===== config.mk =====
export PLATFORM = sky130hd
export DESIGN_NAME = bus_invert_decoder_flat
export DESIGN_NICKNAME = d
export VERILOG_FILES = /design/src/rtl/bus_inv_pkg.sv /design/src/rtl/bus_invert_decoder_if.sv /design/src/rtl/bus_inv_skid_fifo.sv /design/src/rtl/bus_invert_decoder.sv /design/src/flat_wrapper.sv
export SDC_FILE = /design/constraint.sdc
export NUM_CORES = 1
export LEC_CHECK = 0
export ABC_AREA = 1
export BUFFER_PORTS_ARGS = -buffer_cell sky130_fd_sc_hd__clkbuf_2
export CAP_MARGIN = 15
export CORE_MARGIN = 2
export CORE_UTILIZATION = 35
export DETAILED_ROUTE_END_ITERATION = 6
export PLACE_DENSITY_LB_ADDON = 0.15
export SETUP_SLACK_MARGIN = 0.02
export SYNTH_ARGS = -nofsm -noshare
export SYNTH_HDL_FRONTEND = slang
export SYNTH_SLANG_ARGS = --single-unit

===== constraint.sdc =====
create_clock -name clk_i -period 1.3 [get_ports clk_i]
set_input_delay 0.13 -clock clk_i [delete_from_list [all_inputs] [get_ports clk_i]]
set_output_delay 0.13 -clock clk_i [all_outputs]
set_load 0.02 [all_outputs]

===== src/rtl/bus_inv_pkg.sv =====
// Shared types and helpers for the bus-invert receive path.
package bus_inv_pkg;

    localparam int unsigned BUS_INV_DEFAULT_WIDTH = 2;
    localparam int unsigned BUS_INV_MAX_WIDTH     = 64;

    // One lane group as seen on the wires: payload plus the shared INV flag.
    typedef struct packed {
        logic [BUS_INV_DEFAULT_WIDTH-1:0] data;
        logic                             inv;
    } bus_inv_word_t;

    typedef enum logic [1:0] {
        FIFO_EMPTY = 2'd0,
        FIFO_ONE   = 2'd1,
        FIFO_FULL  = 2'd2
    } fifo_state_e;

    // Number of set bits; callers zero-extend narrower words.
    function automatic int unsigned popcount(input logic [BUS_INV_MAX_WIDTH-1:0] v);
        int unsigned n;
        n = 0;
        for (int unsigned i = 0; i < BUS_INV_MAX_WIDTH; i++) begin
            n = n + 32'(v[i]);
        end
        return n;
    endfunction

endpackage


===== src/rtl/bus_invert_decoder_if.sv =====
// Valid/ready word channel; the same interface type carries the wire side and the decoded side.
interface bus_inv_if
    import bus_inv_pkg::*;
#(
    parameter int unsigned WIDTH = BUS_INV_DEFAULT_WIDTH
) ();

    logic [WIDTH-1:0] data;
    logic             inv;
    logic             valid;
    logic             ready;

    modport master (
        output data,
        output inv,
        output valid,
        input  ready
    );

    modport slave (
        input  data,
        input  inv,
        input  valid,
        output ready
    );

endinterface


===== src/rtl/bus_inv_skid_fifo.sv =====
// Two-entry registered buffer between the decoder and its consumer; head entry drives the output.
module bus_inv_skid_fifo
    import bus_inv_pkg::*;
#(
    parameter int unsigned WIDTH = BUS_INV_DEFAULT_WIDTH
) (
    input  logic             clk_i,
    input  logic             rst_i,
    input  logic [WIDTH-1:0] wr_data_i,
    input  logic             wr_valid_i,
    output logic             wr_ready_o,
    output logic [WIDTH-1:0] rd_data_o,
    output logic             rd_valid_o,
    input  logic             rd_ready_i
);

    fifo_state_e      state_q, state_d;
    logic [WIDTH-1:0] head_q, head_d;
    logic [WIDTH-1:0] skid_q, skid_d;
    logic             valid_q, valid_d;
    logic             ready_q, ready_d;
    logic             push;
    logic             pop;

    always_ff @(posedge clk_i) begin
        if (rst_i) begin
            state_q <= FIFO_EMPTY;
            head_q  <= '0;
            skid_q  <= '0;
            valid_q <= 1'b0;
            ready_q <= 1'b1;
        end else begin
            state_q <= state_d;
            head_q  <= head_d;
            skid_q  <= skid_d;
            valid_q <= valid_d;
            ready_q <= ready_d;
        end
    end

    // Handshake flags are derived from registered occupancy only, so no IN->OUT path exists.
    always_comb begin
        state_d = state_q;
        head_d  = head_q;
        skid_d  = skid_q;
        push    = wr_valid_i && ready_q;
        pop     = valid_q && rd_ready_i;

        unique case (state_q)
            FIFO_EMPTY: begin
                if (push) begin
                    head_d  = wr_data_i;
                    state_d = FIFO_ONE;
                end
            end
            FIFO_ONE: begin
                if (push && pop) begin
                    head_d = wr_data_i;
                end else if (push) begin
                    skid_d  = wr_data_i;
                    state_d = FIFO_FULL;
                end else if (pop) begin
                    state_d = FIFO_EMPTY;
                end
            end
            FIFO_FULL: begin
                if (pop) begin
                    head_d  = skid_q;
                    state_d = FIFO_ONE;
                end
            end
            default: begin
                state_d = FIFO_EMPTY;
            end
        endcase

        valid_d = (state_d != FIFO_EMPTY);
        ready_d = (state_d != FIFO_FULL);
    end

    assign wr_ready_o = ready_q;
    assign rd_valid_o = valid_q;
    assign rd_data_o  = head_q;

endmodule


===== src/rtl/bus_invert_decoder.sv =====
// Restores polarity of bus-invert-coded words, buffers them, and audits the transmitter's invert decisions.
module bus_invert_decoder
    import bus_inv_pkg::*;
#(
    parameter int unsigned WIDTH = BUS_INV_DEFAULT_WIDTH,
    parameter int unsigned CNT_W = 8
) (
    input  logic             clk_i,
    input  logic             reset_i,
    bus_inv_if.slave         in_if,
    bus_inv_if.master        out_if,
    output logic             proto_err_o,
    output logic [CNT_W-1:0] err_cnt_o,
    output logic [CNT_W-1:0] inv_cnt_o
);

    localparam int unsigned      POP_W   = $clog2(WIDTH) + 1;
    localparam int unsigned      HALF_W  = WIDTH / 2;
    localparam logic [CNT_W-1:0] CNT_MAX = '1;

    logic [WIDTH-1:0] raw;
    logic [POP_W-1:0] toggles;
    logic             rule_ok;
    logic             accept;
    logic             fifo_ready;

    logic [WIDTH-1:0] prev_bus_q, prev_bus_d;
    logic             proto_err_q, proto_err_d;
    logic [CNT_W-1:0] err_cnt_q, err_cnt_d;
    logic [CNT_W-1:0] inv_cnt_q, inv_cnt_d;

    assign raw     = in_if.data ^ {WIDTH{in_if.inv}};
    assign toggles = POP_W'(popcount(BUS_INV_MAX_WIDTH'(raw ^ prev_bus_q)));
    // Inverting is only legal when sending raw would toggle more than half the lanes.
    assign rule_ok = (in_if.inv == (toggles > POP_W'(HALF_W)));
    assign accept  = in_if.valid && fifo_ready;

    bus_inv_skid_fifo #(
        .WIDTH (WIDTH)
    ) u_fifo (
        .clk_i      (clk_i),
        .rst_i      (reset_i),
        .wr_data_i  (raw),
        .wr_valid_i (in_if.valid),
        .wr_ready_o (fifo_ready),
        .rd_data_o  (out_if.data),
        .rd_valid_o (out_if.valid),
        .rd_ready_i (out_if.ready)
    );

    assign in_if.ready = fifo_ready;
    assign out_if.inv  = 1'b0;

    always_ff @(posedge clk_i) begin
        if (reset_i) begin
            prev_bus_q  <= '0;
            proto_err_q <= 1'b0;
            err_cnt_q   <= '0;
            inv_cnt_q   <= '0;
        end else begin
            prev_bus_q  <= prev_bus_d;
            proto_err_q <= proto_err_d;
            err_cnt_q   <= err_cnt_d;
            inv_cnt_q   <= inv_cnt_d;
        end
    end

    // Illegal words are still delivered; they only raise the pulse and bump the counter.
    always_comb begin
        prev_bus_d  = prev_bus_q;
        proto_err_d = 1'b0;
        err_cnt_d   = err_cnt_q;
        inv_cnt_d   = inv_cnt_q;

        if (accept) begin
            prev_bus_d = in_if.data;
            if (!rule_ok) begin
                proto_err_d = 1'b1;
                if (err_cnt_q != CNT_MAX) begin
                    err_cnt_d = err_cnt_q + CNT_W'(1);
                end
            end
            if (in_if.inv && (inv_cnt_q != CNT_MAX)) begin
                inv_cnt_d = inv_cnt_q + CNT_W'(1);
            end
        end
    end

    assign proto_err_o = proto_err_q;
    assign err_cnt_o   = err_cnt_q;
    assign inv_cnt_o   = inv_cnt_q;

endmodule


===== src/flat_wrapper.sv =====
// flat-port wrapper written by rule: the top's interface ports become plain ports
module bus_invert_decoder_flat import bus_inv_pkg::*;
#(
    parameter int unsigned WIDTH = BUS_INV_DEFAULT_WIDTH,
    parameter int unsigned CNT_W = 8
)
  (clk_i, reset_i, proto_err_o, err_cnt_o, inv_cnt_o, in_if_data, in_if_inv, in_if_valid, in_if_ready, out_if_data, out_if_inv, out_if_valid, out_if_ready);
  bus_inv_if #(.WIDTH(WIDTH)) in_if_i ();
  bus_inv_if #(.WIDTH(WIDTH)) out_if_i ();
  input  logic clk_i;
  input  logic reset_i;
  output logic proto_err_o;
  output logic [CNT_W-1:0] err_cnt_o;
  output logic [CNT_W-1:0] inv_cnt_o;
  input wire logic [$bits(in_if_i.data)-1:0] in_if_data;
  input wire logic [$bits(in_if_i.inv)-1:0] in_if_inv;
  input wire logic [$bits(in_if_i.valid)-1:0] in_if_valid;
  output wire logic [$bits(in_if_i.ready)-1:0] in_if_ready;
  output wire logic [$bits(out_if_i.data)-1:0] out_if_data;
  output wire logic [$bits(out_if_i.inv)-1:0] out_if_inv;
  output wire logic [$bits(out_if_i.valid)-1:0] out_if_valid;
  input wire logic [$bits(out_if_i.ready)-1:0] out_if_ready;
  assign in_if_i.data = in_if_data;
  assign in_if_i.inv = in_if_inv;
  assign in_if_i.valid = in_if_valid;
  assign in_if_ready = in_if_i.ready;
  assign out_if_data = out_if_i.data;
  assign out_if_inv = out_if_i.inv;
  assign out_if_valid = out_if_i.valid;
  assign out_if_i.ready = out_if_ready;
  bus_invert_decoder #(.WIDTH(WIDTH), .CNT_W(CNT_W)) u_core (.clk_i(clk_i), .reset_i(reset_i), .in_if(in_if_i), .out_if(out_if_i), .proto_err_o(proto_err_o), .err_cnt_o(err_cnt_o), .inv_cnt_o(inv_cnt_o));
endmodule

==> reports/qor.yml <==
outcome: "completed"
synth_fa_ha_area_frac: 0.0182
overflow: 0
die_w_um: 66.6
grt_pass1_wl_um: 5360
slew_violations: 0
synth-simple-area-share: 0.330
finalSetupViolCount: 0
root_buffer: "clkbuf_8"
hold_end: "u_core.prev_bus_q[1]"
wl_per_cell_um: 11.5
routed_wl_um: 3450
layout_min_cycle_time_ns: 1.28
period_share: 0.986
endpoint_kind: "flop"
num_rows: 22
ir_drop_mv: 0.540
drive_above_1_share: 0.406
yosysTopAreaCellShare: 0.394
rr_endpoint: "u_core.inv_cnt_o[1]"
yosysWarnings: 0
grt_max_degree: 18
cts.path.max_buffers: 2
clk_pin_slew_ns: 0.09
fin_skew_ns: 0.00121
portBuffers: 27
area_growth_syn_to_layout_pct: 42.2
die_h_um: 66.6
coreArea_sq_mm: 0.00372
drc: 0
worstHoldStart: "in_if_data[1]"
synth_edf_count: 0
rsz0062_at_grt: "true"
syn_inst: 195
synth_cell_type_count: 24
hold_viol_final: 0
vias: 1421
synth_area_sq_mm: 0.00137
ys_ff_latch: 27
worstSkewPairLatency_ns: 0.27
start_util: 0.369
viasPerCell: 4.75
holdWs_ns: 0.189
gp_congestion: 0.845
synth-async-reset-ratio: 0
io_pins: 29
r2r_slack_ns: 0.02
instances_no_fill: 299
critPathLaunchType: "flop"
worstPathRequired_ns: 1.51
diodes: 0
cts_sinks: 27
drtIter0Drc: 39
synth_top_family_by_area: "simple AND/OR/NAND/NOR gates"
grt_pass1_vias: 1203
avgSynthCellArea_sq_um: 7.04
synthFlopType: "dfxtp_1"
synth_compound_area_frac: 0.129
power_w: 0.00177
power_density_mw_per_mm2: 908
synth_top_area_cell: "dfxtp_1"
synthTopCellsByArea: "dfxtp_1 39%, nand2_1 13%, a21oi_1 7.3%"
numCtsBuffers: 3
syn-num-nets: 204
critPathMaxStageDelay_ns: 0.37
final_nets: 261
yosysSeqAreaShare: 0.394
dp_hpwl_um: 2390
rr_startpoint: "u_core.inv_cnt_o[0]"
clock.fmax_ghz: 0.780
htree_levels: 1
rr_worst_depth: 8
dieArea_sq_mm: 0.00444
worst_hold_path_type: "input port to flop"
p_leak_nw: 0.886
cp_slowest_cell: "dfxtp_4"
drv_cap: 0
path_class: "flop to flop"
synth_xor_area_frac: 0.0638
hold_depth: 3
synth.mux.area_fraction: 0
ctsHoldBuffers: 0
cts_tree: "done"
ant_nets: 0
path_max_fanout: 6
track_usage: 0.158
dpl.cell_count: 290
path_cells: "ha_4, nand3_4, nor2_4, nand3_2, nand2_4, buf_6, o21ai_0, nor2_1"
dr.pass1.iters: 4
antenna_found_initial: 0
cp.arrival_ns: 1.49
==> cell usage after synthesis (all sizes together) (2+ instances only) <==
cell type and number:
o21ai 11, xnor2 2, nand2 56, dfxtp 27
a21oi 20, nor3 2, nand3 17, a211oi 2
clkbuf 2, inv 19, xor2 8, nor2 20
ha 2, nand3b 2
==> what timing repair did <==
item                       in CTS  in global routing
pin swaps                       2                  9
buffers inserted                0                  4
setup endpoints to repair      15                 24
cloned                          1                  0
resized for setup               2                 23
==> cell families after synthesis <==
| logic type | count (synthesis) |
|---|---|
| simple gates | 99 |
| compound gates | 34 |
| flops | 27 |
| buf+inv | 22 |
| xor+xnor | 10 |
| fa+ha+maj | 2 |
| other cells | 1 |
==> routing by layer <==
layer | global-route usage | wire (um)
met2 | 0.254 | 1690
met5 | 0 | 0
met1 | 0.210 | 1610
met3 | 0.0270 | 135
met4 | 0.0612 | 22
==> cell usage in the layout, fill, tap and decap left out, drive strengths merged <==
| cell type | n |
|---|---|
| o21ai | 11 |
| nor2 | 21 |
| nand2 | 56 |
| inv | 19 |
| xnor2 | 2 |
| ha | 2 |
| or2 | 1 |
| a21oi | 20 |
| nand3b | 2 |
| nor3 | 2 |
| nand4 | 1 |
| xor2 | 8 |
| conb | 1 |
| buf | 27 |
| a211oi | 2 |
| clkbuf | 31 |
| dfxtp | 27 |
| a31oi | 1 |
| nand3 | 17 |
==> state kept, by name, indices dropped and copies added, names as in the netlist <==
signal,count
u_core.u_fifo.wr_ready_o,1
u_core.u_fifo.skid_q,2
u_core.u_fifo.rd_valid_o,1
u_core.prev_bus_q,2
u_core.u_fifo.state_q,2
u_core.err_cnt_o,8
u_core.proto_err_o,1
u_core.u_fifo.rd_data_o,2
u_core.inv_cnt_o,8
==> worst max-delay path by stage <==
stage                     depth (start not counted)             endpoint                 from
after floorplan                                   8  u_core.inv_cnt_o[1]  u_core.inv_cnt_o[1]
after global placement                            9  u_core.err_cnt_o[4]  u_core.err_cnt_o[1]
after detailed placement                          9  u_core.err_cnt_o[0]  u_core.err_cnt_o[1]
after CTS                                         9  u_core.err_cnt_o[0]  u_core.err_cnt_o[1]
after global routing                              8  u_core.inv_cnt_o[1]  u_core.inv_cnt_o[0]
final                                             8  u_core.inv_cnt_o[1]  u_core.inv_cnt_o[0]
==> critical path, delay by kind of cell, from the launching register on <==
kind | cells | cell delay [ns]
DFF | 1 | 0.37
AOI/OAI and AO/OA | 1 | 0.07
and+or+nand+nor | 5 | 0.50
adders and majority gates | 1 | 0.14
buffers and inverters | 1 | 0.13
==> final cells by class <==
type,instances,area [sq um]
clock buffer,4,45.0
fill,388,1760
inverter,19,73.8
multi-input combinational,147,865
sequential,27,563
tap,48,60.1
timing repair buffer,54,345
==> report_power, final <==
group	switching (W)	leakage [nW]	internal [W]
clock network	0.000263	0.0228	0.000220
logic	0.000242	0.637	0.000149
registers	0.0000263	0.226	0.000872
==> through the flow <==
stage / worst slack [ns] / util / area, sq um / TNS (ns)
after floorplan: 0.000931 / - / 1430 / 0
after global placement: -0.0534 / 0.481 / 1790 / -0.383
after detailed placement: -0.0405 / 0.481 / 1790 / -0.273
after CTS: 0.0325 / 0.497 / 1850 / 0
after global routing: -0.0803 / 0.525 / 1950 / -0.740
final: 0.0182 / 0.525 / 1950 / 0
Power figures use the tool's default switching activity.
